### src/rtl/bp_bits_req_stream.sv
// Streaming bits-required engine: groups signed residuals into blocks and
// reports the minimum SM/TC field width. Optional stats: BP_BITS_REQ_STATS_EN.
module bp_bits_req_stream #(
  parameter int SAMPLE_W  = 10,
  parameter int BLOCK_LEN = 4,
  parameter int BITS_W    = 4,
  parameter int CNT_W     = 4
) (
  input  logic                          clk,
  input  logic                          rst,
  input  logic                          in_valid,
  output logic                          in_ready,
  input  logic [SAMPLE_W-1:0]           in_sample,
  input  logic [1:0]                    ecgidx,
  input  logic                          flush,
  output logic                          flush_ack,
  output logic                          out_valid,
  input  logic                          out_ready,
  output logic [BITS_W-1:0]             out_bits_req,
  output logic                          out_tc,
  output logic [CNT_W-1:0]              out_count,
`ifdef BP_BITS_REQ_STATS_EN
  output logic [15:0]                   blk_cnt,
  output logic [BITS_W-1:0]             peak_bits,
`endif
  output logic [BLOCK_LEN*SAMPLE_W-1:0] out_block
);

  localparam int BW = BLOCK_LEN * SAMPLE_W;
  localparam logic [CNT_W-1:0] LAST = CNT_W'(BLOCK_LEN - 1);

  function automatic logic [BITS_W-1:0] msb_w(input logic [SAMPLE_W:0] v);
    msb_w = '0;
    for (int i = 0; i <= SAMPLE_W; i++)
      if (v[i]) msb_w = BITS_W'(i + 1);
  endfunction

  logic [CNT_W-1:0]  cnt_q, cnt_d;
  logic [BITS_W-1:0] run_max_q, run_max_d;
  logic              tc_q, tc_d;
  logic [BW-1:0]     acc_q, acc_d;
  logic              ov_q, ov_d;
  logic [BITS_W-1:0] obits_q, obits_d;
  logic              otc_q, otc_d;
  logic [CNT_W-1:0]  ocnt_q, ocnt_d;
  logic [BW-1:0]     oblk_q, oblk_d;

  logic [SAMPLE_W:0] ext, mag, inv;
  logic [BITS_W-1:0] sm_w, tc_w, w, new_max;
  logic              emit_ok, accept, cur_tc, complete;
  logic [BW-1:0]     blk_new;

  always_comb begin
    // magnitude at SAMPLE_W+1 bits so the most-negative value fits
    ext      = {in_sample[SAMPLE_W-1], in_sample};
    mag      = ext[SAMPLE_W] ? (~ext + 1'b1) : ext;
    inv      = ext[SAMPLE_W] ? ~ext : ext;
    sm_w     = msb_w(mag);
    tc_w     = (in_sample == '0) ? '0 : msb_w(inv) + 1'b1;
    emit_ok  = !ov_q || out_ready;
    in_ready = (cnt_q != LAST) || emit_ok;
    accept   = in_valid && in_ready;
    cur_tc   = (cnt_q == '0) ? (ecgidx == 2'd3) : tc_q;
    w        = cur_tc ? tc_w : sm_w;
    new_max  = (cnt_q == '0 || w > run_max_q) ? w : run_max_q;
    blk_new  = acc_q;
    for (int i = 0; i < BLOCK_LEN; i++)
      if (accept && CNT_W'(i) == cnt_q)
        blk_new[i*SAMPLE_W +: SAMPLE_W] = in_sample;
    flush_ack = flush && emit_ok && (cnt_q != '0 || accept);
    complete  = (accept && cnt_q == LAST) || flush_ack;

    cnt_d     = cnt_q;
    run_max_d = run_max_q;
    tc_d      = tc_q;
    acc_d     = acc_q;
    ov_d      = ov_q && !out_ready;
    obits_d   = obits_q;
    otc_d     = otc_q;
    ocnt_d    = ocnt_q;
    oblk_d    = oblk_q;

    if (complete) begin
      ov_d      = 1'b1;
      obits_d   = accept ? new_max : run_max_q;
      otc_d     = accept ? cur_tc : tc_q;
      ocnt_d    = cnt_q + CNT_W'(accept);
      oblk_d    = blk_new;
      cnt_d     = '0;
      run_max_d = '0;
      acc_d     = '0;
    end else if (accept) begin
      cnt_d     = cnt_q + 1'b1;
      run_max_d = new_max;
      tc_d      = cur_tc;
      acc_d     = blk_new;
    end
  end

  always_ff @(posedge clk or posedge rst) begin
    if (rst) begin
      cnt_q     <= '0;
      run_max_q <= '0;
      tc_q      <= 1'b0;
      acc_q     <= '0;
      ov_q      <= 1'b0;
      obits_q   <= '0;
      otc_q     <= 1'b0;
      ocnt_q    <= '0;
      oblk_q    <= '0;
    end else begin
      cnt_q     <= cnt_d;
      run_max_q <= run_max_d;
      tc_q      <= tc_d;
      acc_q     <= acc_d;
      ov_q      <= ov_d;
      obits_q   <= obits_d;
      otc_q     <= otc_d;
      ocnt_q    <= ocnt_d;
      oblk_q    <= oblk_d;
    end
  end

  assign out_valid    = ov_q;
  assign out_bits_req = obits_q;
  assign out_tc       = otc_q;
  assign out_count    = ocnt_q;
  assign out_block    = oblk_q;

`ifdef BP_BITS_REQ_STATS_EN
  logic [15:0]       blk_cnt_q, blk_cnt_d;
  logic [BITS_W-1:0] peak_q, peak_d;

  always_comb begin
    blk_cnt_d = blk_cnt_q;
    peak_d    = peak_q;
    if (complete) begin
      blk_cnt_d = blk_cnt_q + 16'd1;
      if (obits_d > peak_q) peak_d = obits_d;
    end
  end

  always_ff @(posedge clk or posedge rst) begin
    if (rst) begin
      blk_cnt_q <= '0;
      peak_q    <= '0;
    end else begin
      blk_cnt_q <= blk_cnt_d;
      peak_q    <= peak_d;
    end
  end

  assign blk_cnt   = blk_cnt_q;
  assign peak_bits = peak_q;
`endif

endmodule

### config.mk
export PLATFORM = sky130hd
export DESIGN_NAME = bp_bits_req_stream
export DESIGN_NICKNAME = d
export VERILOG_FILES = /design/src/rtl/bp_bits_req_stream.sv
export SDC_FILE = /design/constraint.sdc
export NUM_CORES = 1
export LEC_CHECK = 0
export ABC_AREA = 1
export CORE_UTILIZATION = 34
export CTS_CLUSTER_DIAMETER = 80
export CTS_CLUSTER_SIZE = 20
export DETAILED_ROUTE_END_ITERATION = 6
export PLACE_DENSITY_LB_ADDON = 0.25
export SETUP_SLACK_MARGIN = 0.5
export SKIP_LAST_GASP = 1
export SYNTH_ARGS = -nofsm -noshare
export SYNTH_HDL_FRONTEND = slang
export SYNTH_SLANG_ARGS = --single-unit
### constraint.sdc
create_clock -name clk -period 2.8 [get_ports clk]
set_clock_uncertainty 0.1 [all_clocks]
set_input_delay 0.28 -clock clk [delete_from_list [all_inputs] [get_ports clk]]
set_output_delay 0.28 -clock clk [all_outputs]
set_load 0.05 [all_outputs]
Yosys cells after proc, flatten, opt, wreduce, memory -nomap -nowiden

Index checks and enable logic that the tools add are counted.
W data, S select, Z words.

Reductions and logical operators: 20
Multiplexer cells: 40
$add $sub $neg: 4
Multiply operators: 0
Eq/ne operators: 6
$lt $le $gt $ge: 1
Divide/modulo/power cells: 0
Bitwise logic cells: 1
Shift operators: 0

Operators by type and width:

| cell                    | count |
|---|---|
| $mux W4                 | 27 |
| $mux W40                | 2 |
| $mux W10                | 4 |
| $mux W11                | 2 |
| $add A11 B1 Y11 const B | 1 |
| $not A11 Y11            | 1 |
| $logic_not A10 Y1       | 1 |
| $logic_and A1 B1 Y1     | 9 |
| $add A4 B1 Y4 const B   | 2 |
| $eq A2 B4 Y1 const A    | 2 |
| $logic_or A1 B1 Y1      | 5 |
| $mux W1                 | 5 |
| $add A4 B1 Y4           | 1 |
| $eq A1 B4 Y1 const A    | 1 |
| $eq A4 B2 Y1 const B    | 1 |
| $gt A4 B4 Y1            | 1 |
| $logic_not A4 Y1        | 1 |
| $ne A4 B2 Y1 const B    | 1 |
| $reduce_bool A4 Y1      | 1 |
| $eq A2 B2 Y1 const B    | 1 |
| $logic_not A1 Y1        | 2 |
| $reduce_bool A2 Y1      | 1 |

Bits in read-only memories: 0
Bits in latches: 0
Output and inout port bits: 52
Flip-flop bits (word level): 99
Memory bits (writable): 0
Input port bits: 17
Memories: 0
Logic and storage cells: 81

Logic depth before layout (Yosys ltp)

Word-level depth: 21
Mapped depth: 27

Worst setup path after synthesis

No wires, ideal clock.

Path kind: input to register
Start point: input in_sample[9]
End point: register run_max_q[3]
Arrival: 2.608 ns
Buffers on the path: 2
Library setup time: 0.119 ns
Setup slack: -0.027 ns
Required time: 2.581 ns
Stages: 19
Path through: buf_4 > inv_1 > buf_4 > ha_1 > nor2_1 > inv_1 > nor2_1 > ha_1 > a21oi_1 > a21oi_1 > ha_1 > a21oi_1 > o21ai_0 > nand3_1 > nand2_1 > inv_1 > nand2_1 > o21ai_2 > and2_1

Longest elaborated chain between the ends: 20
Elaborated cells between the ends (all ways): 35
Classes of those cells: add/sub (2); order compare (1); mux (29); bitwise (1); reduce/logical (2)

RTL lines:

| element                | RTL line | RTL |
|---|---|---|
| start, declared        | 13       | `input logic [SAMPLE_W-1:0] in_sample,` |
| $mux W11               | 57       | `inv = ext[SAMPLE_W] ? ~ext : ext;` |
| $mux W1                | 35       | `if (v[i]) msb_w = BITS_W'(i + 1);` |
| $mux W4 (10 in series) | 35       |  |
| $add A4 B1 Y4          | 59       | `tc_w = (in_sample == '0) ? '0 : msb_w(inv) + 1'b1;` |
| $mux W4                | 59       |  |
| $mux W4 *              | 64       | `w = cur_tc ? tc_w : sm_w;` |
| $gt A4 B4 Y1           | 65       | `new_max = (cnt_q == '0 \|\| w > run_max_q) ? w : run_max_q;` |
| $logic_or A1 B1 Y1     | 65       |  |
| $mux W4 *              | 65       |  |
| $mux W4 *              | 92       | `end else if (accept) begin` |
| $mux W4 *              | 83       | `if (complete) begin` |
| net run_max_d[3]       | 39       | `logic [BITS_W-1:0] run_max_q, run_max_d;` |
| end signal, assigned   | 113      | `run_max_q <= run_max_d;` |
| end, declared          | 39       |  |

The timed path passes the listed nets; every way through them passes the cells marked *.
A chain may end at the register's enable or synchronous reset.

Worst setup path after layout

Start point: register cnt_q[0]
End point: register run_max_q[3]

Longest elaborated chain between the ends: 8
Elaborated cells between the ends (all ways): 17
Classes of those cells: order compare (1); eq/ne (2); mux (5); reduce/logical (9)

RTL lines:

| element                | RTL line | RTL |
|---|---|---|
| start, declared        | 38       | `logic [CNT_W-1:0] cnt_q, cnt_d;` |
| start signal, assigned | 112      | `cnt_q <= cnt_d;` |
| $logic_not A4 Y1       | 63, 65   |  |
| $mux W1                | 63       | `cur_tc = (cnt_q == '0) ? (ecgidx == 2'd3) : tc_q;` |
| $mux W4                | 64       |  |
| $gt A4 B4 Y1           | 65       |  |
| $logic_or A1 B1 Y1     | 65       |  |
| $mux W4                | 65       |  |
| $mux W4                | 92       |  |
| $mux W4 *              | 83       |  |
| net run_max_d[3]       | 39       |  |

Marks and branches as above.

==> impl_metrics.tcl <==
set metrics [dict create \
    outcome "finished clean" \
    grt_pass1_wl_um 20400 \
    wire_per_inst_um 14.5 \
    post-route-min-period_ns 2.68 \
    grt_overflow 0 \
    final_area_um2 6650 \
    required_ns 2.94 \
    die-area_um2 14300 \
    ir_worst_vdd_mv 0.610 \
    clk_latency_ns 0.34 \
    seq_area_frac_synth_pct 52.6 \
    hold_path.class "in -> async" \
    grt_start_max_net_pins 69 \
    syn_inst 565 \
    cts.sinks 99 \
    drc 0 \
    fp.coreArea_um2 13300 \
    gp_congestion 0.845 \
    drive_above_1_share_pct 25.3 \
    antenna_found_initial 0 \
    layout.nets 721 \
    first_global_vias 4101 \
    cts_htree_levels 3 \
    syn_nets 595 \
    start_util_pct 35.3 \
    drtIter0Drc 164 \
    syn_avg_cell_area_um2 8.33 \
    synth.cell_area_um2 4710 \
    ys_warn_count 0 \
    startpoint_type "flop" \
    max_freq_mhz 373 \
    period_share_pct 95.8 \
    die_w_um 120 \
    leakage_nw 3.17 \
    fp-row-count 42 \
    cts-root-buf "clkbuf_16" \
    clk_path_buf_depth 2 \
    path_max_fanout 5 \
    ant_nets 0 \
    slew_headroom_pct 60.3 \
    synthArstFlopShare_pct 100 \
    rr_startpoint "cnt_q[0]" \
    num_vias 4187 \
    antenna_cells_inserted 0 \
    io_buffers 68 \
    numCtsBuffers 9 \
    r2r_cells 20 \
    crit_path_end_kind "flop" \
    ff2ff_setup_slack_ns 0.12 \
    boundaryPins 69 \
    fp.dieH_um 120 \
    p_per_area_nw_per_um2 1110 \
    finalMaxSlewViolations 0 \
    place_area_um2 5920 \
    critPathArrivalTime_ns 2.82 \
    gr-usage-all-layers_pct 18.3 \
    ys_ff_latch 99 \
    clkSlewWorstSetupHoldPaths_ns 0.07 \
    timing.rr.end "run_max_q[3]" \
    worst_pin_slew_ns 0.594 \
    dpl.hpwl_um 8360 \
    path_class "reg -> reg" \
    finalSetupViolations 0 \
    cap_violations 0 \
    areaGrowthSynthToFinish_pct 41.4 \
    synth_cell_types 30 \
    cts_tree "yes" \
    viasPerCell 4.80 \
    synth_edf_count 0 \
    preCtsSetupSlack_ns -0.633 \
    hold_viol 0 \
    postLayoutSetupSlackWorst_ns 0.117 \
    dr.pass1.iters 4 \
    drt_wl_total_um 12700 \
    synth_ff_type "dfrtp_1" \
    rsz0062_at_grt "true" \
]
worst max path at each step:
stage,slack (ns),endpoint,startpoint,cells past startpoint
after floorplan,0.11,out_bits_req[0],in_sample[9],23
after global placement,-0.49,out_bits_req[0],in_sample[9],22
after detailed placement,-0.63,run_max_q[3],in_sample[9],20
after CTS,0.17,run_max_q[3],cnt_q[1],21
after global routing,-0.03,out_bits_req[0],in_sample[4],20
final,0.12,run_max_q[3],cnt_q[0],20
synthesized netlist by cell type (2+ instances only):
| library cell | n | area [µm²] |
|---|---|---|
| inv_2 | 7 | 26.3 |
| a21oi_1 | 48 | 240 |
| nand4_1 | 7 | 43.8 |
| o21ai_0 | 13 | 65.1 |
| nor2_2 | 3 | 18.8 |
| buf_6 | 5 | 56.3 |
| nor2_4 | 2 | 22.5 |
| buf_4 | 2 | 15.0 |
| xor2_1 | 3 | 26.3 |
| or2_1 | 2 | 12.5 |
| nor2_1 | 98 | 368 |
| ha_1 | 13 | 163 |
| nand2_1 | 123 | 462 |
| nand3_1 | 21 | 105 |
| buf_2 | 12 | 60.1 |
| o21ai_1 | 43 | 215 |
| inv_1 | 38 | 143 |
| xnor2_1 | 6 | 52.6 |
| nand2_4 | 4 | 45.0 |
| clkbuf_1 | 4 | 15.0 |
| dfrtp_1 | 99 | 2480 |
| clkbuf_2 | 3 | 15.0 |
| and2_1 | 2 | 12.5 |
final cells by class:
cell class	count	area [µm²]
Tap cell	176	220
Clock inverter	5	45.0
Inverter	47	186
Fill cell	1272	6690
Sequential cell	99	2480
Clock buffer	11	243
Multi-Input combinational cell	393	2200
Timing Repair Buffer	141	1280
routing by layer:
metal	vias up	wire [µm]	global-route usage [%]
met5	-	0	0
met4	0	269	5.63
met3	23	526	3.85
met2	91	5960	29.0
met1	2024	5930	24.9
li1	2049	-	-
stage by stage:
step / setup TNS (ns) / util [%] / hold WS, ns / total power [mW] / cells
CTS: 0 / 48.8 / 0.279 / 7.18 / 870
finish: 0 / 49.9 / 0.274 / 7.36 / 872
global placement: -3.51 / 44.4 / 0.364 / 5.61 / 834
floorplan: 0 / - / 0.276 / 4.57 / 565
global route: -0.0736 / 49.9 / 0.318 / 7.82 / 872
detailed placement: -4.72 / 44.4 / 0.370 / 5.68 / 834
power by group:
group	switching, mW	internal (mW)	total [mW]
registers	0.262	1.96	2.22
clock network	0.561	0.642	1.20
logic	2.51	1.43	3.94
repair_timing:
| item | CTS | global route |
|---|---|---|
| endpoints found under the setup margin | 10 | 55 |
| pin swaps | 38 | 21 |
| resized for setup | 62 | 33 |
| hold buffers | 0 | 0 |
| buffers inserted | 20 | 1 |
| cloned | 0 | 1 |
sequential cells by signal (all words and copies together) (netlist names):
| name | count |
|---|---|
| acc_q | 40 |
| cnt_q | 4 |
| out_bits_req | 4 |
| out_block | 40 |
| out_count | 4 |
| out_tc | 1 |
| out_valid | 1 |
| run_max_q | 4 |
| tc_q | 1 |
placed cells by master, fill, tap and decap left out, types with 2 or more instances in the layout:
| master | Yosys | routed |
|---|---|---|
| clkinvlp_4 | 0 | 2 |
| nor2_4 | 2 | 4 |
| nand3_1 | 21 | 15 |
| nor2_2 | 3 | 8 |
| o21ai_0 | 13 | 12 |
| clkbuf_16 | 0 | 10 |
| inv_6 | 0 | 2 |
| and2_1 | 2 | 2 |
| nand2_1 | 123 | 107 |
| clkdlybuf4s50_1 | 0 | 56 |
| buf_12 | 0 | 4 |
| ha_4 | 0 | 7 |
| buf_2 | 12 | 2 |
| o21ai_1 | 43 | 41 |
| nand3_2 | 1 | 7 |
| buf_6 | 5 | 4 |
| o21ai_2 | 1 | 3 |
| dfrtp_1 | 99 | 99 |
| a21oi_2 | 0 | 3 |
| xnor2_2 | 0 | 3 |
| ha_1 | 13 | 6 |
| a21oi_1 | 48 | 43 |
| xnor2_1 | 6 | 2 |
| nand2_4 | 4 | 4 |
| clkbuf_2 | 3 | 2 |
| inv_4 | 1 | 2 |
| a21oi_4 | 0 | 2 |
| inv_1 | 38 | 27 |
| inv_2 | 7 | 16 |
| dlygate4sd2_1 | 0 | 6 |
| nand4_1 | 7 | 7 |
| xor2_1 | 3 | 2 |
| buf_4 | 2 | 64 |
| nor2_1 | 98 | 91 |
| nand2_2 | 1 | 16 |
kinds of logic (layout without fill, tap and decap cells):
| family | count (synthesis) | in the layout | share of synthesized area [%] |
|---|---|---|---|
| AND/OR/NAND/NOR | 265 | 265 | 23.6 |
| AO/OA/AOI/OAI | 106 | 106 | 11.4 |
| adder cells (fa/ha/maj) | 13 | 13 | 3.46 |
| buffers and inverters | 73 | 204 | 7.23 |
| XOR/XNOR | 9 | 9 | 1.67 |
| flip-flops | 99 | 99 | 52.6 |
worst max-delay path, stage by stage, from the launching register on:
cell	delay (ns)
dfrtp_1	0.38
inv_2	0.08
ha_4	0.14
inv_2	0.04
nor2_4	0.16
o21ai_4	0.09
inv_2	0.11
nand2_2	0.08
nor2_4	0.17
nand2_2	0.07
nand2_2	0.10
inv_2	0.05
ha_4	0.28
nand2_2	0.06
o21ai_2	0.13
nand3_2	0.10
nand2_4	0.12
inv_4	0.06
nand2_2	0.05
o21ai_2	0.06
and2_1	0.14
Power figures use the tool's default switching activity.
